===== src/rtl/dual_edge_capture_fifo_if.sv =====
// Packed-word output stream of the dual-edge capture FIFO.
// The master drives data/valid and the slave returns ready.
interface dual_edge_capture_fifo_if #(
  parameter int WIDTH = 8
) ();
  logic [2*WIDTH-1:0] q_data;
  logic               q_valid;
  logic               q_ready;

  modport master (output q_data, output q_valid, input q_ready);
  modport slave  (input q_data, input q_valid, output q_ready);
endinterface


===== src/rtl/dual_edge_capture_fifo.sv =====
// Samples d on both clk edges, packs each rise/fall pair into a word and pushes it one posedge later.
// The words wait in a DEPTH-entry FIFO drained by valid/ready; a push into a full FIFO is dropped and flags sticky overflow.
module dual_edge_capture_fifo #(
  parameter int WIDTH = 8,
  parameter int DEPTH = 4
) (
  input  logic                         clk,
  input  logic                         rst_n,
  input  logic                         en,
  input  logic [1:0]                   mode,
  input  logic [WIDTH-1:0]             d,
  output logic [WIDTH-1:0]             q_live,
  output logic [$clog2(DEPTH+1)-1:0]   count,
  output logic                         overflow,
  input  logic                         clr_ovf,
  dual_edge_capture_fifo_if.master     q
);

  localparam int AW = (DEPTH > 1) ? $clog2(DEPTH) : 1;
  localparam int CW = $clog2(DEPTH + 1);

  typedef enum logic [1:0] {
    MODE_DDR  = 2'b00,
    MODE_RISE = 2'b01,
    MODE_FALL = 2'b10,
    MODE_HOLD = 2'b11
  } mode_e;

  logic [WIDTH-1:0]   lo_q;
  logic [WIDTH-1:0]   hi_q;
  logic               cap_vld;
  mode_e              mode_q;
  logic [2*WIDTH-1:0] word;

  logic [2*WIDTH-1:0] mem [DEPTH];
  logic [AW-1:0]      wr_ptr;
  logic [AW-1:0]      rd_ptr;
  logic               full;
  logic               pop;
  logic               do_push;
  logic               drop;

  // Posedge sample plus the control that governs the whole capture cycle.
  always_ff @(posedge clk or negedge rst_n) begin
    if (!rst_n) begin
      lo_q    <= '0;
      cap_vld <= 1'b0;
      mode_q  <= MODE_DDR;
    end else begin
      lo_q    <= d;
      cap_vld <= en && (mode != MODE_HOLD);
      mode_q  <= mode_e'(mode);
    end
  end

  // Only posedge logic reads hi_q, so the sole crossing is negedge-to-posedge.
  always_ff @(negedge clk or negedge rst_n) begin
    if (!rst_n) begin
      hi_q <= '0;
    end else begin
      hi_q <= d;
    end
  end

  // While clk is high the posedge sample is newest, while low the negedge one.
  assign q_live = clk ? lo_q : hi_q;

  always_comb begin
    word = '0;
    unique case (mode_q)
      MODE_DDR:  word = {hi_q, lo_q};
      MODE_RISE: word = {{WIDTH{1'b0}}, lo_q};
      MODE_FALL: word = {{WIDTH{1'b0}}, hi_q};
      default:   word = '0;
    endcase
  end

  assign full    = (count == CW'(DEPTH));
  assign pop     = q.q_valid && q.q_ready;
  assign do_push = cap_vld && (!full || pop);
  assign drop    = cap_vld && full && !pop;

  always_ff @(posedge clk or negedge rst_n) begin
    if (!rst_n) begin
      for (int i = 0; i < DEPTH; i++) begin
        mem[i] <= '0;
      end
      wr_ptr   <= '0;
      rd_ptr   <= '0;
      count    <= '0;
      overflow <= 1'b0;
    end else begin
      if (do_push) begin
        mem[wr_ptr] <= word;
        wr_ptr      <= wr_ptr + 1'b1;
      end
      if (pop) begin
        rd_ptr <= rd_ptr + 1'b1;
      end
      unique case ({do_push, pop})
        2'b10:   count <= count + 1'b1;
        2'b01:   count <= count - 1'b1;
        default: count <= count;
      endcase
      // A fresh drop outranks a clear on the same edge.
      if (drop) begin
        overflow <= 1'b1;
      end else if (clr_ovf) begin
        overflow <= 1'b0;
      end
    end
  end

  assign q.q_data  = mem[rd_ptr];
  assign q.q_valid = (count != '0);

endmodule


===== src/flat_wrapper.sv =====
// flat-port wrapper written by rule: the top's interface ports become plain ports
module dual_edge_capture_fifo_flat 
#(
  parameter int WIDTH = 8,
  parameter int DEPTH = 4
)
  (clk, rst_n, en, mode, d, q_live, count, overflow, clr_ovf, q_q_data, q_q_valid, q_q_ready);
  dual_edge_capture_fifo_if #(.WIDTH(WIDTH)) q_i ();
  input  logic clk;
  input  logic rst_n;
  input  logic en;
  input  logic [1:0] mode;
  input  logic [WIDTH-1:0] d;
  output logic [WIDTH-1:0] q_live;
  output logic [$clog2(DEPTH+1)-1:0] count;
  output logic overflow;
  input  logic clr_ovf;
  output wire logic [$bits(q_i.q_data)-1:0] q_q_data;
  output wire logic [$bits(q_i.q_valid)-1:0] q_q_valid;
  input wire logic [$bits(q_i.q_ready)-1:0] q_q_ready;
  assign q_q_data = q_i.q_data;
  assign q_q_valid = q_i.q_valid;
  assign q_i.q_ready = q_q_ready;
  dual_edge_capture_fifo #(.WIDTH(WIDTH), .DEPTH(DEPTH)) u_core (.clk(clk), .rst_n(rst_n), .en(en), .mode(mode), .d(d), .q_live(q_live), .count(count), .overflow(overflow), .clr_ovf(clr_ovf), .q(q_i));
endmodule

===== config.mk =====
export PLATFORM = sky130hd
export DESIGN_NAME = dual_edge_capture_fifo_flat
export DESIGN_NICKNAME = d
export VERILOG_FILES = /design/src/rtl/dual_edge_capture_fifo_if.sv /design/src/rtl/dual_edge_capture_fifo.sv /design/src/flat_wrapper.sv
export SDC_FILE = /design/constraint.sdc
export NUM_CORES = 1
export LEC_CHECK = 0
export ABC_AREA = 1
export BUFFER_PORTS_ARGS = -buffer_cell sky130_fd_sc_hd__buf_4
export CORE_AREA = 2 2 99 91
export DETAILED_ROUTE_END_ITERATION = 10
export DIE_AREA = 0 0 101 93
export GPL_TIMING_DRIVEN = 1
export PLACE_DENSITY = 0.77
export REMOVE_ABC_BUFFERS = 1
export SYNTH_ARGS = -nofsm -noshare
export SYNTH_HDL_FRONTEND = slang
export SYNTH_SLANG_ARGS = --single-unit

===== constraint.sdc =====
create_clock -name clk -period 1.8 [get_ports clk]
set_input_delay 0.18 -clock clk [delete_from_list [all_inputs] [get_ports clk]]
set_output_delay 0.18 -clock clk [all_outputs]
set_load 0.01 [all_outputs]

---- After elaboration in Yosys (flattened, before gate mapping) ----
Index checks and enable logic that the tools add are counted.
operators by class
  $add $sub $neg .......................... 4
  $mul .................................... 0
  div/mod/pow operators ................... 0
  order comparisons ....................... 3
  eq/ne operators ......................... 6
  shifts and indexed selects .............. 0
  muxes and demuxes ....................... 11
  bitwise logic cells ..................... 2
  reductions and logical operators ........ 13
operators by type and width
  kind                                                                  number
  64-bit bitwise mux                                                    1
  16-bit 2-to-1 mux                                                     3
  16-bit one-hot mux with 3 select lines                                1
  16-bit binary-select mux with 2-bit select                            1
  16-bit demux with 2-bit select                                        1
  8-bit 2-to-1 mux                                                      1
  3-bit greater-or-equal comparator, second input constant              2
  1-bit logical AND                                                     6
  2-bit inverter with 3-bit output                                      2
  3-bit one-hot mux with 2 select lines                                 1
  2-bit by 1-bit adder with 2-bit output, second input constant         2
  2-bit by 1-bit == test with 1-bit output, second input constant       2
  2-bit == test, second input constant                                  2
  2-bit nonzero test                                                    2
  3-bit by 1-bit adder with 3-bit output, second input constant         1
  3-bit == test, second input constant                                  1
  3-bit by 1-bit < comparator with 1-bit output, second input constant  1
  3-bit nonzero test                                                    1
  3-bit by 1-bit subtractor with 3-bit output, second input constant    1
  1-bit logical NOT                                                     2
  2-bit logical NOT                                                     1
  1-bit 2-to-1 mux                                                      2
  2-bit != test, second input constant                                  1
  1-bit logical OR                                                      1
storage, ports and cells
  flip-flop bits (word level) ............. 91
  bits in latches ......................... 0
  bits in writable memories ............... 0
  ROM bits ................................ 0
  bits of input ports ..................... 15
  output and inout port bits .............. 29
  word-level logic and storage cells ...... 51
  memories kept ........................... 0

---- Depth between registers and ports, before layout ----
  depth in word-level cells ............... 6
  depth in mapped cells ................... 12
  mapped depth without buffers ............ 11

==> load_flow_metrics.sql <==
INSERT INTO impl_metrics (metric_group, metric, value, unit) VALUES
('timing', 'postLayoutSetupSlackWorst', '-0.552', 'ns'),
('logic_synthesis', 'count_of_flip_flops_with_a_built_in_enable_after_synthesis', '0', ''),
('finish', 'layout.cells.most_common', 'sky130_fd_sc_hd__nand2_1', ''),
('pwr', 'design_power_total', '11.5', 'mW'),
('grt', 'largest_net_degree_at_the_start_of_global_routing', '71', ''),
('worst_setup_path', 'start_kind', 'flip-flop', ''),
('finish', 'fill_cells', '573', ''),
('min_path', 'worst_hold_startpoint', 'q_q_ready', ''),
('finish', 'final_nets', '615', ''),
('grt', 'grt_usage', '28.7', '%'),
('worst_setup_path', 'timing.critical_path.depth', '3', ''),
('worst_setup_path', 'timing.setup.critical_path_class', 'reg -> out', ''),
('finish', 'final_util', '71.0', '%'),
('logic_synthesis', 'sequential_element_share_of_the_synthesized_area', '52.6', '%'),
('route', 'detail_route.iter0.violations', '564', ''),
('route', 'route.final.wire_length', '15100', 'µm'),
('pwr', 'p_per_area', '1930', 'nW/µm²'),
('logic_synthesis', 'post_synth_inst_count', '508', ''),
('route', 'route.detailed.wl_per_inst', '21.4', 'µm'),
('clocking', 'cts.reportedPaths.clkPinSlew', '0.08', 'ns'),
('run_status', 'violations_in_the_final_reports', 'setup timing', ''),
('route', 'drtPass1Iterations', '6', ''),
('clocking', 'clk-insertion-delay-late', '0.50', 'ns'),
('pwr', 'irDropWorstVdd', '746', 'µV'),
('finish', 'diodes', '0', ''),
('logic_synthesis', 'netlist_area', '4330', 'µm²'),
('route', 'dr_total_vias', '4414', ''),
('logic_synthesis', 'asyncSetResetFlopFracSynth', '100', '%'),
('logic_synthesis', 'postSynthRegisterBits', '91', ''),
('finish', 'layout-drive-gt1-share', '34.9', '%'),
('grt', 'antenna_found_initial', '0', ''),
('finish', 'layout_common_cells', 'sky130_fd_sc_hd__nand2_1, sky130_fd_sc_hd__dfrtp_1, sky130_fd_sc_hd__buf_4', ''),
('min_path', 'hold_end', 'u_core.rd_ptr[0]$_DFFE_PN0P_', ''),
('run', 'maxCapViolCount', '0', ''),
('route', 'drc_errors', '0', ''),
('worst_setup_path', 'arrival_worst_endpoint', '2.17', 'ns'),
('die', 'num_rows', '32', ''),
('die', 'initial_utilization', '51.4', '%'),
('pwr', 'leakagePower', '2.96', 'nW'),
('worst_setup_path', 'cp-end-kind', 'output port', ''),
('finish', 'syn2layout_area_growth', '38.1', '%'),
('timing', 'finalSetupViolations', '78', ''),
('route', 'postRouteAntennaNets', '0', ''),
('place', 'dpl-instance-area', '4780', 'µm²'),
('grt', 'wire_length_of_the_first_global_routing_pass', '20700', 'µm'),
('timing', 'maxSlewHeadroom', '67.8', '%'),
('timing', 'timing_hold_violations_final', '0', ''),
('place', 'dpl.hpwl', '7660', 'µm'),
('worst_setup_path', 'reg2reg_depth', '6', ''),
('place', 'placed_cells', '643', ''),
('run_status', 'status', 'complete, but fails checks', ''),
('worst_setup_path', 'cp_cell_sequence', 'inv_2 -> o21ai_2 -> buf_4', ''),
('timing', 'tns', '-10.06', 'ns'),
('worst_setup_path', 'critical_path_peak_fanout', '2', ''),
('worst_setup_path', 'r2r-end', 'u_core.mem[27]$_DFFE_PN0P_', ''),
('min_path', 'min_delay_path_depth', '4', ''),
('worst_setup_path', 'setup.reg_to_reg.worst_slack', '-0.29', 'ns'),
('grt', 'grt_pass1_vias', '4412', ''),
('worst_setup_path', 'timing.critical_path.max_delay_family', 'flip-flops', ''),
('clocking', 'cts_tree', 'done', ''),
('logic_synthesis', 'synth_warn', '0', ''),
('worst_setup_path', 'stage_delay_of_the_slowest_cell_on_the_critical_path', '0.46', 'ns'),
('place', 'port-buffer-count', '43', ''),
('timing', 'pins_over_their_slew_limit', '0', ''),
('die', 'die-width', '101', 'µm'),
('worst_setup_path', 'crit-reg2reg-launch', 'u_core.hi_q[3]$_DFF_NN0_', ''),
('place', 'routabilityCongestion', '0.873', ''),
('die', 'design.die.area', '9390', 'µm²'),
('die', 'core_area', '8410', 'µm²'),
('die', 'floorplan.io_pins', '44', ''),
('route', 'avgViaCountPerCell', '6.28', '');
-- through the flow --
step / hold slack [ns] / setup WS, ns
2_1_floorplan: -0.116 / -0.788
3_3_place_gp: 0.130 / -0.0449
3_5_place_dp: 0.139 / -0.0741
4_1_cts: 0.00365 / -0.504
5_1_grt: 0.132 / -0.594
6_report: 0.128 / -0.552
-- area by class of cell --
cell class              count  area (µm²)  area share (%)
flip-flops and latches     91        2280            38.2
inverters                  21        88.8            1.49
clock buffers              30         378            6.33
well taps                 102         128            2.14
repair buffers             98         921            15.4
clock inverters             4        73.8            1.24
multi-input cells         357        2100            35.2
-- timing repair --
action / CTS / global route
gates cloned: 0 / 4
pin swaps: 14 / 48
setup buffers: 6 / 13
hold buffers: 13 / 0
endpoints found under the hold margin: 30 / 0
endpoints found under the setup margin: 70 / 93
resized for setup: 52 / 110
-- worst min-delay path, delay by kind of cell --
kind                   cells  cell delay (ns)
AND/OR/NAND/NOR            1             0.06
XOR/XNOR                   1             0.07
buffers and inverters      2             0.26
-- logic make-up (layout without fill, tap and decap cells) --
kind of cell    Yosys count  after routing  share of synthesized area (%)
compound gates           60             60                           7.46
xor+xnor                  4              4                          0.810
fa+ha+maj                 6              6                           1.91
buf+inv                  60            153                           6.77
flops                    91             91                           52.6
simple gates            287            287                           30.4
-- worst max path at each step --
stage	from	endpoint	slack, ns
after floorplan	u_core.cap_vld$_DFF_PN0_	u_core.count[1]$_DFFE_PN0P_	-0.79
after global placement	u_core.hi_q[1]$_DFF_NN0_	u_core.mem[9]$_DFFE_PN0P_	-0.04
after detailed placement	u_core.hi_q[0]$_DFF_NN0_	u_core.mem[8]$_DFFE_PN0P_	-0.07
after CTS	u_core.hi_q[7]$_DFF_NN0_	q_live[7]	-0.50
after global routing	u_core.hi_q[5]$_DFF_NN0_	q_live[5]	-0.59
final	u_core.hi_q[5]$_DFF_NN0_	q_live[5]	-0.55
-- layer usage --
layer / share of wire [%] / vias up / GRT usage (%)
met5: 0 / - / 0
li1: - / 1882 / -
met1: 35 / 2122 / 33.8
met4: 5.1 / 0 / 15.1
met3: 11 / 83 / 8.82
met2: 49 / 327 / 47.2
-- cells in the mapped netlist, types with 5 or more instances --
library cell                 n  share of area [%]
sky130_fd_sc_hd__nand2_1   163                 14
sky130_fd_sc_hd__dfrtp_1    83                 48
sky130_fd_sc_hd__nand4_1    64                9.3
sky130_fd_sc_hd__o21ai_0    43                5.0
sky130_fd_sc_hd__nor2_1     34                3.0
sky130_fd_sc_hd__inv_1      19                1.6
sky130_fd_sc_hd__o22ai_1    16                2.3
sky130_fd_sc_hd__buf_2      15                1.7
sky130_fd_sc_hd__nand3_1    11                1.3
sky130_fd_sc_hd__clkbuf_1   10               0.87
sky130_fd_sc_hd__dfrtn_1     8                4.6
sky130_fd_sc_hd__nor2_2      8                1.2
sky130_fd_sc_hd__buf_1       5               0.43
sky130_fd_sc_hd__buf_4       5               0.87
sky130_fd_sc_hd__ha_1        5                1.4
-- registers in the layout, summed over array words and instances, names as in the netlist --
signal and cells:
u_core.cap_vld 1, u_core.lo_q 8, u_core.wr_ptr 2, u_core.rd_ptr 2, u_core.count 3, u_core.mode_q 2, u_core.mem 64, u_core.overflow 1
u_core.hi_q 8
-- power breakdown --
group          total, mW  leakage (nW)  internal (mW)  switching (mW)
Clock               3.03         0.275           1.74            1.30
Combinational       5.05          1.52           2.16            2.89
Sequential          3.42          1.16           2.81           0.612
Total               11.5          2.96           6.71            4.80
Note: power is estimated with default switching activity, not from simulation.
